### config.mk
export PLATFORM = sky130hd
export DESIGN_NAME = fnd_decoder
export DESIGN_NICKNAME = d
export VERILOG_FILES = /design/src/rtl/fnd_decoder.sv
export SDC_FILE = /design/constraint.sdc
export NUM_CORES = 1
export LEC_CHECK = 0
export BUFFER_PORTS_ARGS = -buffer_cell sky130_fd_sc_hd__buf_2
export CORE_MARGIN = 3
export CORE_UTILIZATION = 57
export CTS_CLUSTER_SIZE = 16
export DETAILED_ROUTE_END_ITERATION = 16
export PLACE_DENSITY = 0.88
export SKIP_CTS_REPAIR_TIMING = 1
export SYNTH_ARGS = -nofsm -noshare
export SYNTH_HDL_FRONTEND = slang
export SYNTH_SLANG_ARGS = --single-unit
export TNS_END_PERCENT = 5
### constraint.sdc
create_clock -name clk -period 3.19 [get_ports clk]
set_clock_uncertainty 0.05 [all_clocks]
set_input_delay 0.7975 -clock clk [delete_from_list [all_inputs] [get_ports clk]]
set_output_delay 0.7975 -clock clk [all_outputs]
set_load 0.01 [all_outputs]
### src/rtl/fnd_decoder.sv
// Receive-side decoder for a scanned 4-digit active-low FND bus.
// It settles each digit strobe, decodes its segments to a nibble and emits a full frame once all four slots are captured.
module fnd_decoder #(
    parameter int unsigned SETTLE = 4
) (
    input  logic        clk,
    input  logic        reset,
    input  logic [3:0]  fnd_com,
    input  logic [7:0]  fnd_data,
    output logic [15:0] value,
    output logic [3:0]  dp,
    output logic        frame_err,
    output logic        valid
);

    localparam int unsigned CNT_W   = 8;
    localparam int unsigned DIGITS  = 4;
    localparam int unsigned VALUE_W = 4 * DIGITS;

    localparam logic [CNT_W-1:0] SETTLE_MAX = CNT_W'(SETTLE);
    // Counter value seen on the sampling edge; SETTLE=1 samples on the change edge instead.
    localparam logic [CNT_W-1:0] SAMPLE_CNT = (SETTLE >= 2) ? CNT_W'(SETTLE - 2) : CNT_W'(0);
    localparam bit               SAMPLE_ON_CHANGE = (SETTLE == 1);

    logic [3:0]         com_prev_q,  com_prev_d;
    logic [CNT_W-1:0]   cnt_q,       cnt_d;
    logic [DIGITS-1:0]  mask_q,      mask_d;
    logic [VALUE_W-1:0] slot_val_q,  slot_val_d;
    logic [DIGITS-1:0]  slot_dp_q,   slot_dp_d;
    logic [DIGITS-1:0]  slot_err_q,  slot_err_d;
    logic [VALUE_W-1:0] value_q,     value_d;
    logic [DIGITS-1:0]  dp_q,        dp_d;
    logic               frame_err_q, frame_err_d;
    logic               valid_q,     valid_d;

    logic       com_legal_c;
    logic       com_changed_c;
    logic [1:0] slot_idx_c;
    logic       sample_c;
    logic [3:0] seg_nib_c;
    logic       seg_bad_c;

    // Digit select must be exactly one low bit.
    always_comb begin
        com_legal_c = 1'b0;
        slot_idx_c  = 2'd0;
        case (fnd_com)
            4'hE: begin com_legal_c = 1'b1; slot_idx_c = 2'd0; end
            4'hD: begin com_legal_c = 1'b1; slot_idx_c = 2'd1; end
            4'hB: begin com_legal_c = 1'b1; slot_idx_c = 2'd2; end
            4'h7: begin com_legal_c = 1'b1; slot_idx_c = 2'd3; end
            default: begin com_legal_c = 1'b0; slot_idx_c = 2'd0; end
        endcase
    end

    // Active-low seven-segment pattern back to a hex nibble.
    always_comb begin
        seg_nib_c = 4'h0;
        seg_bad_c = 1'b0;
        case (fnd_data[6:0])
            7'h40: seg_nib_c = 4'h0;
            7'h79: seg_nib_c = 4'h1;
            7'h24: seg_nib_c = 4'h2;
            7'h30: seg_nib_c = 4'h3;
            7'h19: seg_nib_c = 4'h4;
            7'h12: seg_nib_c = 4'h5;
            7'h02: seg_nib_c = 4'h6;
            7'h78: seg_nib_c = 4'h7;
            7'h00: seg_nib_c = 4'h8;
            7'h10: seg_nib_c = 4'h9;
            7'h08: seg_nib_c = 4'hA;
            7'h03: seg_nib_c = 4'hB;
            7'h46: seg_nib_c = 4'hC;
            7'h21: seg_nib_c = 4'hD;
            7'h06: seg_nib_c = 4'hE;
            7'h0E: seg_nib_c = 4'hF;
            default: begin
                seg_nib_c = 4'h0;
                seg_bad_c = 1'b1;
            end
        endcase
    end

    assign com_changed_c = (fnd_com != com_prev_q);

    always_comb begin
        if (SAMPLE_ON_CHANGE) begin
            sample_c = com_legal_c && com_changed_c;
        end else begin
            sample_c = com_legal_c && !com_changed_c && (cnt_q == SAMPLE_CNT);
        end
    end

    always_comb begin
        com_prev_d  = fnd_com;
        cnt_d       = cnt_q;
        mask_d      = mask_q;
        slot_val_d  = slot_val_q;
        slot_dp_d   = slot_dp_q;
        slot_err_d  = slot_err_q;
        value_d     = value_q;
        dp_d        = dp_q;
        frame_err_d = frame_err_q;
        valid_d     = 1'b0;

        if (!com_legal_c || com_changed_c) begin
            cnt_d = '0;
        end else if (cnt_q < SETTLE_MAX) begin
            cnt_d = cnt_q + CNT_W'(1);
        end

        // Publish a completed frame; a same-cycle sample then lands in the fresh frame.
        if (mask_q == 4'hF) begin
            value_d     = slot_val_q;
            dp_d        = slot_dp_q;
            frame_err_d = |slot_err_q;
            valid_d     = 1'b1;
            mask_d      = '0;
            slot_err_d  = '0;
        end

        if (sample_c) begin
            slot_val_d[{slot_idx_c, 2'b00} +: 4] = seg_nib_c;
            slot_dp_d[slot_idx_c]                = ~fnd_data[7];
            slot_err_d[slot_idx_c]               = seg_bad_c;
            mask_d[slot_idx_c]                   = 1'b1;
        end
    end

    always_ff @(posedge clk) begin
        if (reset) begin
            com_prev_q  <= 4'hF;
            cnt_q       <= '0;
            mask_q      <= '0;
            slot_val_q  <= '0;
            slot_dp_q   <= '0;
            slot_err_q  <= '0;
            value_q     <= '0;
            dp_q        <= '0;
            frame_err_q <= 1'b0;
            valid_q     <= 1'b0;
        end else begin
            com_prev_q  <= com_prev_d;
            cnt_q       <= cnt_d;
            mask_q      <= mask_d;
            slot_val_q  <= slot_val_d;
            slot_dp_q   <= slot_dp_d;
            slot_err_q  <= slot_err_d;
            value_q     <= value_d;
            dp_q        <= dp_d;
            frame_err_q <= frame_err_d;
            valid_q     <= valid_d;
        end
    end

    assign value     = value_q;
    assign dp        = dp_q;
    assign frame_err = frame_err_q;
    assign valid     = valid_q;

endmodule

======== Word-level counts from Yosys, hierarchy flattened ========
Cells that the tools add are included.
storage, ports and cells
  output and inout bits ................... 22
  register bits ........................... 62
  bits of input ports ..................... 14
cells by class
  mux-type cells .......................... 14
  reductions and logical operators ........ 11
  add/sub/neg operators ................... 2
  $lt $le $gt $ge ......................... 3
  eq/ne operators ......................... 22
  bitwise operators ....................... 2
  shifts and indexed selects .............. 2
operators by type and width
  cell                      count
  $pmux W4 S15              1
  $eq A7 B7 Y1 const B      4
  $eq A7 B5 Y1 const B      3
  $eq A7 B6 Y1 const B      3
  $bwmux W16                1
  $eq A4 B4 Y1 const B      4
  $mux W4                   4
  $reduce_or A16 Y1         1
  $shift A4 B6 Y16 const A  1
  $shiftx A4 B6 Y16         1
  $eq A7 B2 Y1 const B      2
  $eq A7 B4 Y1 const B      2
  $add A8 B1 Y8 const B     1
  $bwmux W4                 2
  $eq A8 B2 Y1 const B      1
  $lt A8 B3 Y1 const B      1
  $reduce_or A4 Y1          2
  $eq A7 B3 Y1 const B      1
  $logic_not A7 Y1          1
  $neg A4 Y6                1
  $pmux W2 S3               1
  $eq A4 B3 Y1 const B      1
  $mux W1                   4
  $ne A4 B4 Y1              1
  9 further kinds           12

======== Logic depth before layout (Yosys ltp) ========
Gate-level depths: netlist of run 1.
  depth after elaboration ................. 8
  mapped depth ............................ 8

======== Least setup slack after synthesis of run 1 ========
OpenSTA, ideal clock, no wires.
  kind .................................... input to register
  start point ............................. input port fnd_com[2]
  end point ............................... register slot_val_q[11]
  data required time ...................... 3070 ps
  cell stages on the path ................. 7
  library setup time ...................... 70 ps
  setup slack ............................. 666 ps
  arrival time ............................ 2404 ps
  path through ............................ clkbuf_2 nand2_1 or2_2 ha_1 nand3b_1 or4b_1 a21oi_1
between the ends
  cells in the longest elaborated chain, start to end .. 5
RTL lines
  item                                               RTL line  source
  start: declaration                                 8         input logic [3:0] fnd_com,
  $eq A4 B3 Y1 or $eq A4 B4 Y1 (tied branches)       47        case (fnd_com)
  $pmux W2 S3 or $reduce_or A4 Y1 (tied branches)    --
  $neg A4 Y6 or $mux W1 (tied branches)              123, 47
  $shiftx A4 B6 Y16 (tied with other cells)          123       slot_val_d[{slot_idx_c, 2'b00} +: 4] = seg_nib_c;
  $bwmux W16 or $logic_and A1 B1 Y1 (tied branches)  123, 90
  end signal: assignment                             146       slot_val_q <= slot_val_d;
  end: declaration                                   28        logic [VALUE_W-1:0] slot_val_q, slot_val_d;
Parallel ways exist; a longest one is shown, timed or not.
A chain may end at the register's enable or synchronous reset.

======== Worst setup path after layout of run 1 ========
  start point ............................. input port fnd_com[3]
  end point ............................... register slot_val_q[10]
Same word-level chain as after synthesis.

==> impl_metrics.csv, run 1 <==
group,metric,value,unit
synthesis,seq_area_frac_synth,44.5,%
synthesis,synth.distinct_cells,49,
critical_path,slowest_stage,"o211a_1",
final_layout,drive_gt1_share,18.1,%
critical_path,critPathMaxStageDelay,470,ps
clocking,max-clock-path-buffers,2,
power_and_ir_drop,vdd_drop_max,0.350,mV
sta,rsz0062_at_grt,"no",
sta,fin_tns_setup,0,ps
sta,max_freq,0.407,GHz
final_layout,finalNonFillerCells,425,
critical_path,critPathLaunchType,"input port",
floorplan,die_area,5770,sq um
clocking,clk_pin_slew_worst_paths,70,ps
sta,worst_pin_slew,1020,ps
drt,vias_per_cell,5.87,
global_route,grt-ovfl-total,0,
synthesis,netlist_top_cells_area,"dfxtp_1 44%, nand2_1 8.1%, a21oi_1 5.4%",
run_status,status,"completed",
placement,place_area,2980,sq um
synthesis,ys_warn_count,0,
sta,period_minus_slack,2460,ps
synthesis,synth-simple-area-share,26.2,%
final_layout,final_area,3220,sq um
clocking,clk_latency,330,ps
global_route,track_usage,22.8,%
worst_hold_path,hold_class,"reg -> reg",
clocking,cts.sinks,62,
synthesis,synthAdderAreaFrac,3.59,%
synthesis,ys_seq_elements,62,
synthesis,syn_inst,327,
synthesis,synth_top_family_by_area,"simple AND/OR/NAND/NOR gates",
final_layout,nFillCells,358,
synthesis,ys.flop_type,"dfxtp_1",
sta,period_share,77.0,%
final_layout,final-seq-area,1240,sq um
synthesis,ys_async_sr_fraction,0,%
floorplan,die_height,76.0,microns
drt,first_pass_iters,5,
drt,wl_per_cell,14.9,microns
synthesis,syn_area_per_cell,8.53,sq um
worst_hold_path,min_from,"dp[3]",
synthesis,synth_top_area_share,44.5,%
floorplan,die_w,76.0,microns
drt,route.detailed.drc,0,
critical_path,worstPathMaxFanout,16,
floorplan,start_util,61.5,%
power_and_ir_drop,p_per_area,517,nW/um^2
critical_path,cp.required,3360,ps
critical_path,critPathKind,"in -> reg",
synthesis,synth_top_area_cell,"dfxtp_1",
global_route,grt_max_degree,27,
power_and_ir_drop,leakagePower,1.27,nW
power_and_ir_drop,power,1.66,mW
placement,place_inst,409,
power_and_ir_drop,switchingPower,355,uW
global_route,antenna_found_initial,0,
sta,setup_viol,0,
critical_path,cp_data_arrival_time,2630,ps
critical_path,r2r_start,"cnt_q[4]",
placement,io_buffers,35,
synthesis,syn_area,2790,sq um
clocking,numCtsBuffers,9,
sta,drv_slew,0,
sta,slew_headroom,31.8,%
power_and_ir_drop,p_clk_share,47.7,%
sta,fin_ws,734,ps
global_route,grt_pass1_wl,10.9,mm
sta,hold_viol_final,0,
synthesis,synth_edf_count,0,
final_layout,diodes,0,
final_layout,multi_input_area,1440,sq um
placement,dp_hpwl,4.38,mm
critical_path,cp_num_buf_inv,1,
synthesis,synth_nets,349,
final_layout,layout_commonest_cell,"dfxtp_1",
synthesis,synth_mux_area_share,1.43,%
global_route,first_global_vias,2330,
placement,finalWeightedCongestion,0.930,
synthesis,synthXorXnorAreaFrac,1.88,%
critical_path,critPathLaunch,"fnd_com[3]",
power_and_ir_drop,comb_power_share,5.5,%
clocking,cts_tree,"built",
final_layout,nets,377,
power_and_ir_drop,p_int,1.31,mW
drt,drtIter0Drc,266,
synthesis,synth_compound_area_share,18.5,%
drt,num_vias,2496,
critical_path,critPathTopFamily,"compound AO/OA/AOI/OAI gates",
clocking,root_buffer,"clkbuf_8",
placement,dp_slack,452,ps
power_and_ir_drop,power_frac_seq,46.8,%
clocking,h-tree-depth,3,
floorplan,ios,36,
final_layout,synthToLayoutAreaGrowth,15.3,%
drt,wirelength,6.35,mm
power_and_ir_drop,p_sw_share,21.3,%
critical_path,critPathCaptureType,"register",
run,maxCapViolations,0,
drt,detail-route-antenna-nets,0,
critical_path,path_cells,"buf_2 -> or3b_1 -> a21oi_1 -> o211a_1 -> nand3_2 -> o41ai_1",
floorplan,core,4530,sq um
floorplan,rows,24,
final_layout,layout_common_cells,"62 x dfxtp_1, 60 x nand2_1, 35 x buf_2, 30 x a21oi_1, 18 x o211ai_1",
routing by layer:
layer  global-route usage [%]  vias to the layer above  share of wire, %
li1                         -                     1231                 -
met1                     29.0                     1156                44
met2                     37.2                       93                47
met3                     4.74                       16               6.2
met4                     10.7                        0               2.5
met5                        0                        -                 0
tightest hold or removal path, delay by kind of cell, from the launching register on:
kind             cells  cell delay [ps]
AO/OA/AOI/OAI        1               50
flip-flops           1              310
AND/OR/NAND/NOR      1               50
cells in the mapped netlist, types with 2 or more instances:
library cell	count
o21ai_0	11
dfxtp_1	62
nor3_1	4
a32o_1	2
nor2_1	13
nor4bb_1	2
a211oi_1	3
nor3b_1	3
ha_1	8
a21oi_1	30
inv_1	8
or2_2	5
nor2b_1	3
o41ai_1	3
and3_1	5
xnor2_1	3
and4_1	2
nand3_1	17
a2111oi_0	2
xor2_1	3
nand2_1	60
mux2i_1	4
and3_2	2
buf_2	2
nand4_1	4
nor4_1	4
buf_1	2
nand3b_1	3
clkbuf_1	15
o211ai_1	18
o31ai_1	6
path summary, 6_finish.rpt:
path                            slack [ps]  cells after the start              to
worst max-delay path                   730                      6  slot_val_q[10]
worst min-delay path                   400                      2           dp[3]
worst max register to register         970                      5  slot_val_q[10]
worst min register to register         400                      2           dp[3]
power groups by stage:
stage,clock (mW),sequential (mW),combinational (mW)
3_3_place_gp,0,0.796,0.0873
4_1_cts,0.800,0.779,0.0901
6_report,0.794,0.779,0.0918
5_1_grt,0.835,0.778,0.102
3_5_place_dp,0,0.796,0.0899
2_1_floorplan,0,0.795,0.0642
state kept, by name (all words and copies together) (netlist names):
| signal | flops |
|---|---|
| slot_val_q | 16 |
| valid | 1 |
| cnt_q | 8 |
| frame_err | 1 |
| slot_err_q | 4 |
| mask_q | 4 |
| slot_dp_q | 4 |
| dp | 4 |
| value | 16 |
| com_prev_q | 4 |
through the flow:
| step | hold WS [ps] | util (%) |
|---|---|---|
| 4_1_cts | 402 | 70.9 |
| 3_3_place_gp | 388 | 65.8 |
| 2_1_floorplan | 378 | - |
| 3_5_place_dp | 393 | 65.8 |
| 6_report | 400 | 70.9 |
| 5_1_grt | 415 | 70.9 |
final cells by class:
type | instances | share of cell area, %
multi-input combinational | 237 | 44.8
tap | 65 | 2.53
clock inverter | 3 | 2.02
sequential | 62 | 38.6
timing repair buffer | 37 | 5.91
inverter | 8 | 0.933
clock buffer | 13 | 5.25
cell families after synthesis:
family	Yosys count
compound gates	80
xor+xnor	6
fa+ha+maj	8
buf+inv	28
flops	62
mux	4
simple gates	139
Power figures use the tool's default switching activity.
==> run 2: changes to the inputs <==
Clock period 3.19 ns to 2.5 ns, I/O delays scaled along.
==> run 2 against run 1 <==
Power is 27% higher. Sequential share of layout area decreased by 0.53 points. Final cell count grew 1.4%. Sequential power grew 27%. Critical path depth shrank 1. Non-clock buffer count up 6. Register-to-register slack lost 710 ps. Global-route usage decreased by 0.59 points. Flip-flop and latch count is the same. Via count is 0.40% lower. Critical path type is now reg -> reg.
==> impl_metrics.csv, run 2 (same netlist as run 1, synthesis figures left out) <==
group,metric,value,unit
run_status,status,"completed",
clocking,root_buffer,"clkbuf_8",
placement,io_buffers,35,
sta,fin_ws,264,ps
final_layout,nets,383,
final_layout,finalNonFillerCells,431,
global_route,grt-ovfl-total,0,
drt,first_pass_iters,4,
worst_hold_path,holdPathEnd,"value[11]",
final_layout,nFillCells,359,
critical_path,r2r_start,"cnt_q[4]",
placement,dp_hpwl,4.33,mm
final_layout,layout_commonest_cell,"dfxtp_1",
global_route,first_global_vias,2217,
power_and_ir_drop,vdd_drop_max,0.443,mV
clocking,h-tree-depth,3,
critical_path,critPathLaunchType,"register",
final_layout,diodes,0,
critical_path,r2r_slack,260,ps
final_layout,drive_gt1_share,19.4,%
power_and_ir_drop,leakagePower,1.30,nW
sta,period_share,89.4,%
drt,wirelength,6.14,mm
global_route,grt_max_degree,24,
worst_hold_path,min_from,"value[11]",
drt,route.detailed.drc,0,
clocking,max-clock-path-buffers,2,
sta,slew_headroom,56.4,%
final_layout,final_core_util,71.9,%
global_route,grt_pass1_wl,10.4,mm
global_route,track_usage,22.2,%
critical_path,critPathKind,"reg -> reg",
critical_path,reg2reg_depth,5,
placement,finalWeightedCongestion,0.926,
critical_path,cp.required,2680,ps
power_and_ir_drop,power,2.12,mW
final_layout,layout_common_cells,"62 x dfxtp_1, 60 x nand2_1, 35 x buf_2, 30 x a21oi_1, 18 x o211ai_1",
critical_path,worstPathMaxFanout,10,
clocking,numCtsBuffers,9,
run,maxCapViolations,0,
clocking,clk_latency,330,ps
final_layout,final-seq-area,1240,sq um
sta,max_freq,0.447,GHz
final_layout,synthToLayoutAreaGrowth,16.9,%
sta,hold_viol_final,0,
sta,rsz0062_at_grt,"no",
floorplan,start_util,61.5,%
floorplan,die_w,76.0,microns
drt,num_vias,2486,
clocking,cts.sinks,62,
floorplan,die_height,76.0,microns
sta,period_minus_slack,2240,ps
drt,detail-route-antenna-nets,0,
placement,dp_slack,57.8,ps
worst_hold_path,hold_class,"reg -> reg",
clocking,clk_pin_slew_worst_paths,70,ps
clocking,cts_tree,"built",
floorplan,ios,36,
placement,place_inst,415,
drt,drtIter0Drc,177,
sta,setup_viol,0,
drt,vias_per_cell,5.77,
power_and_ir_drop,p_per_area,649,nW/um^2
sta,fin_tns_setup,0,ps
critical_path,reg2reg_to,"slot_val_q[10]",
worst_hold_path,min_path_cells,2,
critical_path,cp_data_arrival_time,2410,ps
sta,worst_pin_slew,654,ps
floorplan,die_area,5770,sq um
drt,wl_per_cell,14.2,microns
global_route,antenna_found_initial,0,
critical_path,critPathCaptureType,"register",
final_layout,multi_input_area,1440,sq um
sta,drv_slew,0,
floorplan,core,4530,sq um
floorplan,rows,24,
-- run 2: worst max-delay path by stage --
stage | from | cells after the start | slack (ps) | end
floorplan | fnd_com[2] | 7 | 150 | slot_val_q[11]
global placement | fnd_com[2] | 8 | 140 | slot_val_q[11]
detailed placement | fnd_com[2] | 8 | 60 | slot_val_q[11]
CTS | cnt_q[4] | 5 | 270 | slot_val_q[10]
global route | cnt_q[4] | 5 | 110 | slot_val_q[10]
finish | cnt_q[4] | 5 | 260 | slot_val_q[10]
-- run 2: cell type report --
cell class	instances	area share, %
Sequential cell	62	38.1
Multi-Input combinational cell	237	44.2
Inverter	8	0.921
Tap cell	65	2.49
Clock buffer	13	5.18
Timing Repair Buffer	43	7.21
Clock inverter	3	1.99
-- run 2: worst max-delay path, cell delays in order (launching register included) --
cell,delay [ps]
dfxtp_1,310
or4_4,540
nor3_4,370
and2_2,290
nand3_2,190
o41ai_1,380
-- run 2: per-stage QoR --
step | hold slack, ps | area, sq um
4_1_cts | 402 | 3260
3_5_place_dp | 393 | 3030
5_1_grt | 423 | 3260
6_report | 400 | 3260
2_1_floorplan | 378 | 2790
3_3_place_gp | 385 | 3030
-- run 2: report_power, final --
| part | switching, mW | total, mW | internal [mW] |
|---|---|---|---|
| clock network | 0.358 | 1.00 | 0.642 |
| registers | 0.00203 | 0.993 | 0.991 |
| logic | 0.0798 | 0.122 | 0.0418 |
| total | 0.440 | 2.12 | 1.68 |
-- run 2: metal layers --
metal / vias up / GRT usage, % / routed length (microns)
met5: - / 0 / 0
met4: 0 / 12.3 / 95
li1: 1250 / - / -
met2: 98 / 33.4 / 2830
met3: 9 / 6.16 / 449
met1: 1129 / 28.8 / 2770
==> run 3: changes to the inputs <==
Settings changed: CORE_UTILIZATION 57 to 28, PLACE_DENSITY 0.88 to 0.54.
==> run 3 against run 2 <==
Setup slack better by 62 ps. Design area grew 0.61%. Largest cell class unchanged. Combinational power about the same. Critical path type unchanged. Die area is 94% higher. Global-route usage is 9.7 points lower. Hold slack better by 3.0 ps. Final cell count increased by 15%. Core utilization decreased by 37 points. Register-to-register slack improved by 60 ps. Sequential share of layout area is 0.23 points lower. Sequential power about the same. First-iteration DRC count is 44% lower.
==> impl_metrics.csv, run 3 (same netlist as run 1, synthesis figures left out) <==
group,metric,value,unit
sta,worst_pin_slew,473,ps
final_layout,nets,384,
global_route,grt_max_degree,26,
clocking,clk_pin_slew_worst_paths,70,ps
global_route,first_global_vias,2254,
final_layout,final_area,3280,sq um
sta,fin_tns_setup,0,ps
floorplan,die_area,11200,sq um
drt,vias_per_cell,5.02,
placement,io_buffers,35,
critical_path,critPathTopFamily,"simple AND/OR/NAND/NOR gates",
sta,period_minus_slack,2170,ps
power_and_ir_drop,p_clk_share,40.5,%
critical_path,slowest_stage,"or4_4",
floorplan,die_w,106,microns
power_and_ir_drop,p_sw_share,25.9,%
floorplan,rows,35,
sta,hold_viol_final,0,
placement,finalWeightedCongestion,0.824,
clocking,root_buffer,"clkbuf_8",
critical_path,critPathCaptureType,"register",
sta,max_freq,0.460,GHz
critical_path,r2r_slack,330,ps
global_route,antenna_found_initial,0,
critical_path,critPathLaunchType,"register",
placement,place_area,3120,sq um
worst_hold_path,hold_class,"reg -> reg",
global_route,grt_pass1_wl,11.3,mm
power_and_ir_drop,comb_power_share,6.5,%
final_layout,diodes,0,
drt,wirelength,6.90,mm
floorplan,die_height,106,microns
clocking,numCtsBuffers,9,
drt,wl_per_cell,13.9,microns
power_and_ir_drop,leakagePower,1.27,nW
sta,timing.hold.ws,403,ps
sta,drv_slew,0,
final_layout,layout_commonest_cell,"dfxtp_1",
clocking,cts.sinks,62,
critical_path,critPathKind,"reg -> reg",
drt,first_pass_iters,5,
critical_path,path_cells,"or4_4 -> nor3_4 -> nand3_4 -> or4b_1 -> a21oi_1",
drt,drtIter0Drc,100,
final_layout,drive_gt1_share,19.6,%
power_and_ir_drop,power_frac_seq,53.0,%
drt,num_vias,2492,
sta,period_share,87.0,%
run,maxCapViolations,0,
placement,dp_hpwl,4.88,mm
sta,rsz0062_at_grt,"no",
final_layout,final_core_util,34.7,%
clocking,clk_latency,340,ps
final_layout,layout_common_cells,"62 x dfxtp_1, 60 x nand2_1, 35 x buf_2, 30 x a21oi_1, 18 x o211ai_1",
floorplan,start_util,29.5,%
critical_path,cp_num_buf_inv,0,
floorplan,ios,36,
clocking,max-clock-path-buffers,2,
global_route,grt-ovfl-total,0,
run_status,status,"completed",
clocking,cts_tree,"built",
critical_path,worstPathMaxFanout,10,
sta,setup_viol,0,
critical_path,cp_data_arrival_time,2400,ps
power_and_ir_drop,p_per_area,571,nW/um^2
drt,detail-route-antenna-nets,0,
drt,route.detailed.drc,0,
global_route,track_usage,12.6,%
power_and_ir_drop,switchingPower,486,uW
power_and_ir_drop,p_int,1.39,mW
power_and_ir_drop,vdd_drop_max,0.255,mV
sta,slew_headroom,68.4,%
final_layout,synthToLayoutAreaGrowth,17.6,%
clocking,h-tree-depth,3,
critical_path,cp.required,2730,ps
critical_path,critPathMaxStageDelay,540,ps
floorplan,core,9460,sq um
-- run 3: per-stage QoR --
stage	total power [mW]	instances	worst slack (ps)
floorplan	1.10	327	148
global placement	1.13	480	68.9
detailed placement	1.14	480	36.4
CTS	1.91	496	317
global route	1.96	496	173
finish	1.87	496	326
-- run 3: final timing paths --
kind / startpoint / endpoint / cells past startpoint
max: cnt_q[4] / slot_val_q[11] / 5
min: value[5] / value[5] / 2
max reg2reg: cnt_q[4] / slot_val_q[11] / 5
min reg2reg: value[5] / value[5] / 2
-- run 3: layout make-up --
| cell class | instances | area (sq um) |
|---|---|---|
| clock buffer | 10 | 128 |
| clock inverter | 6 | 38.8 |
| fill | 1027 | 6180 |
| inverter | 8 | 30.0 |
| multi-input combinational | 237 | 1440 |
| sequential | 62 | 1240 |
| tap | 129 | 161 |
| timing repair buffer | 44 | 243 |
-- run 3: worst reg2reg max path: cells and delay by family, from the launching register on --
family	cells	cell delay (ps)
simple gates	4	1610
compound gates	1	140
flops	1	310
-- run 3: power groups by stage --
stage / Clock (mW) / Sequential [mW] / Combinational, mW
after floorplan: 0 / 1.02 / 0.0819
after global placement: 0 / 1.02 / 0.119
after detailed placement: 0 / 1.02 / 0.123
after CTS: 0.798 / 0.993 / 0.123
after global routing: 0.834 / 0.993 / 0.137
final: 0.759 / 0.993 / 0.122
-- run 3: metal layers --
metal	routed length [microns]	share of wire [%]	track usage [%]	vias to the layer above
met5	0	0	0	-
met4	59	0.86	3.70	0
met3	375	5.4	4.35	9
met2	3060	44	19.1	50
met1	3400	49	16.8	1183
li1	-	-	-	1250
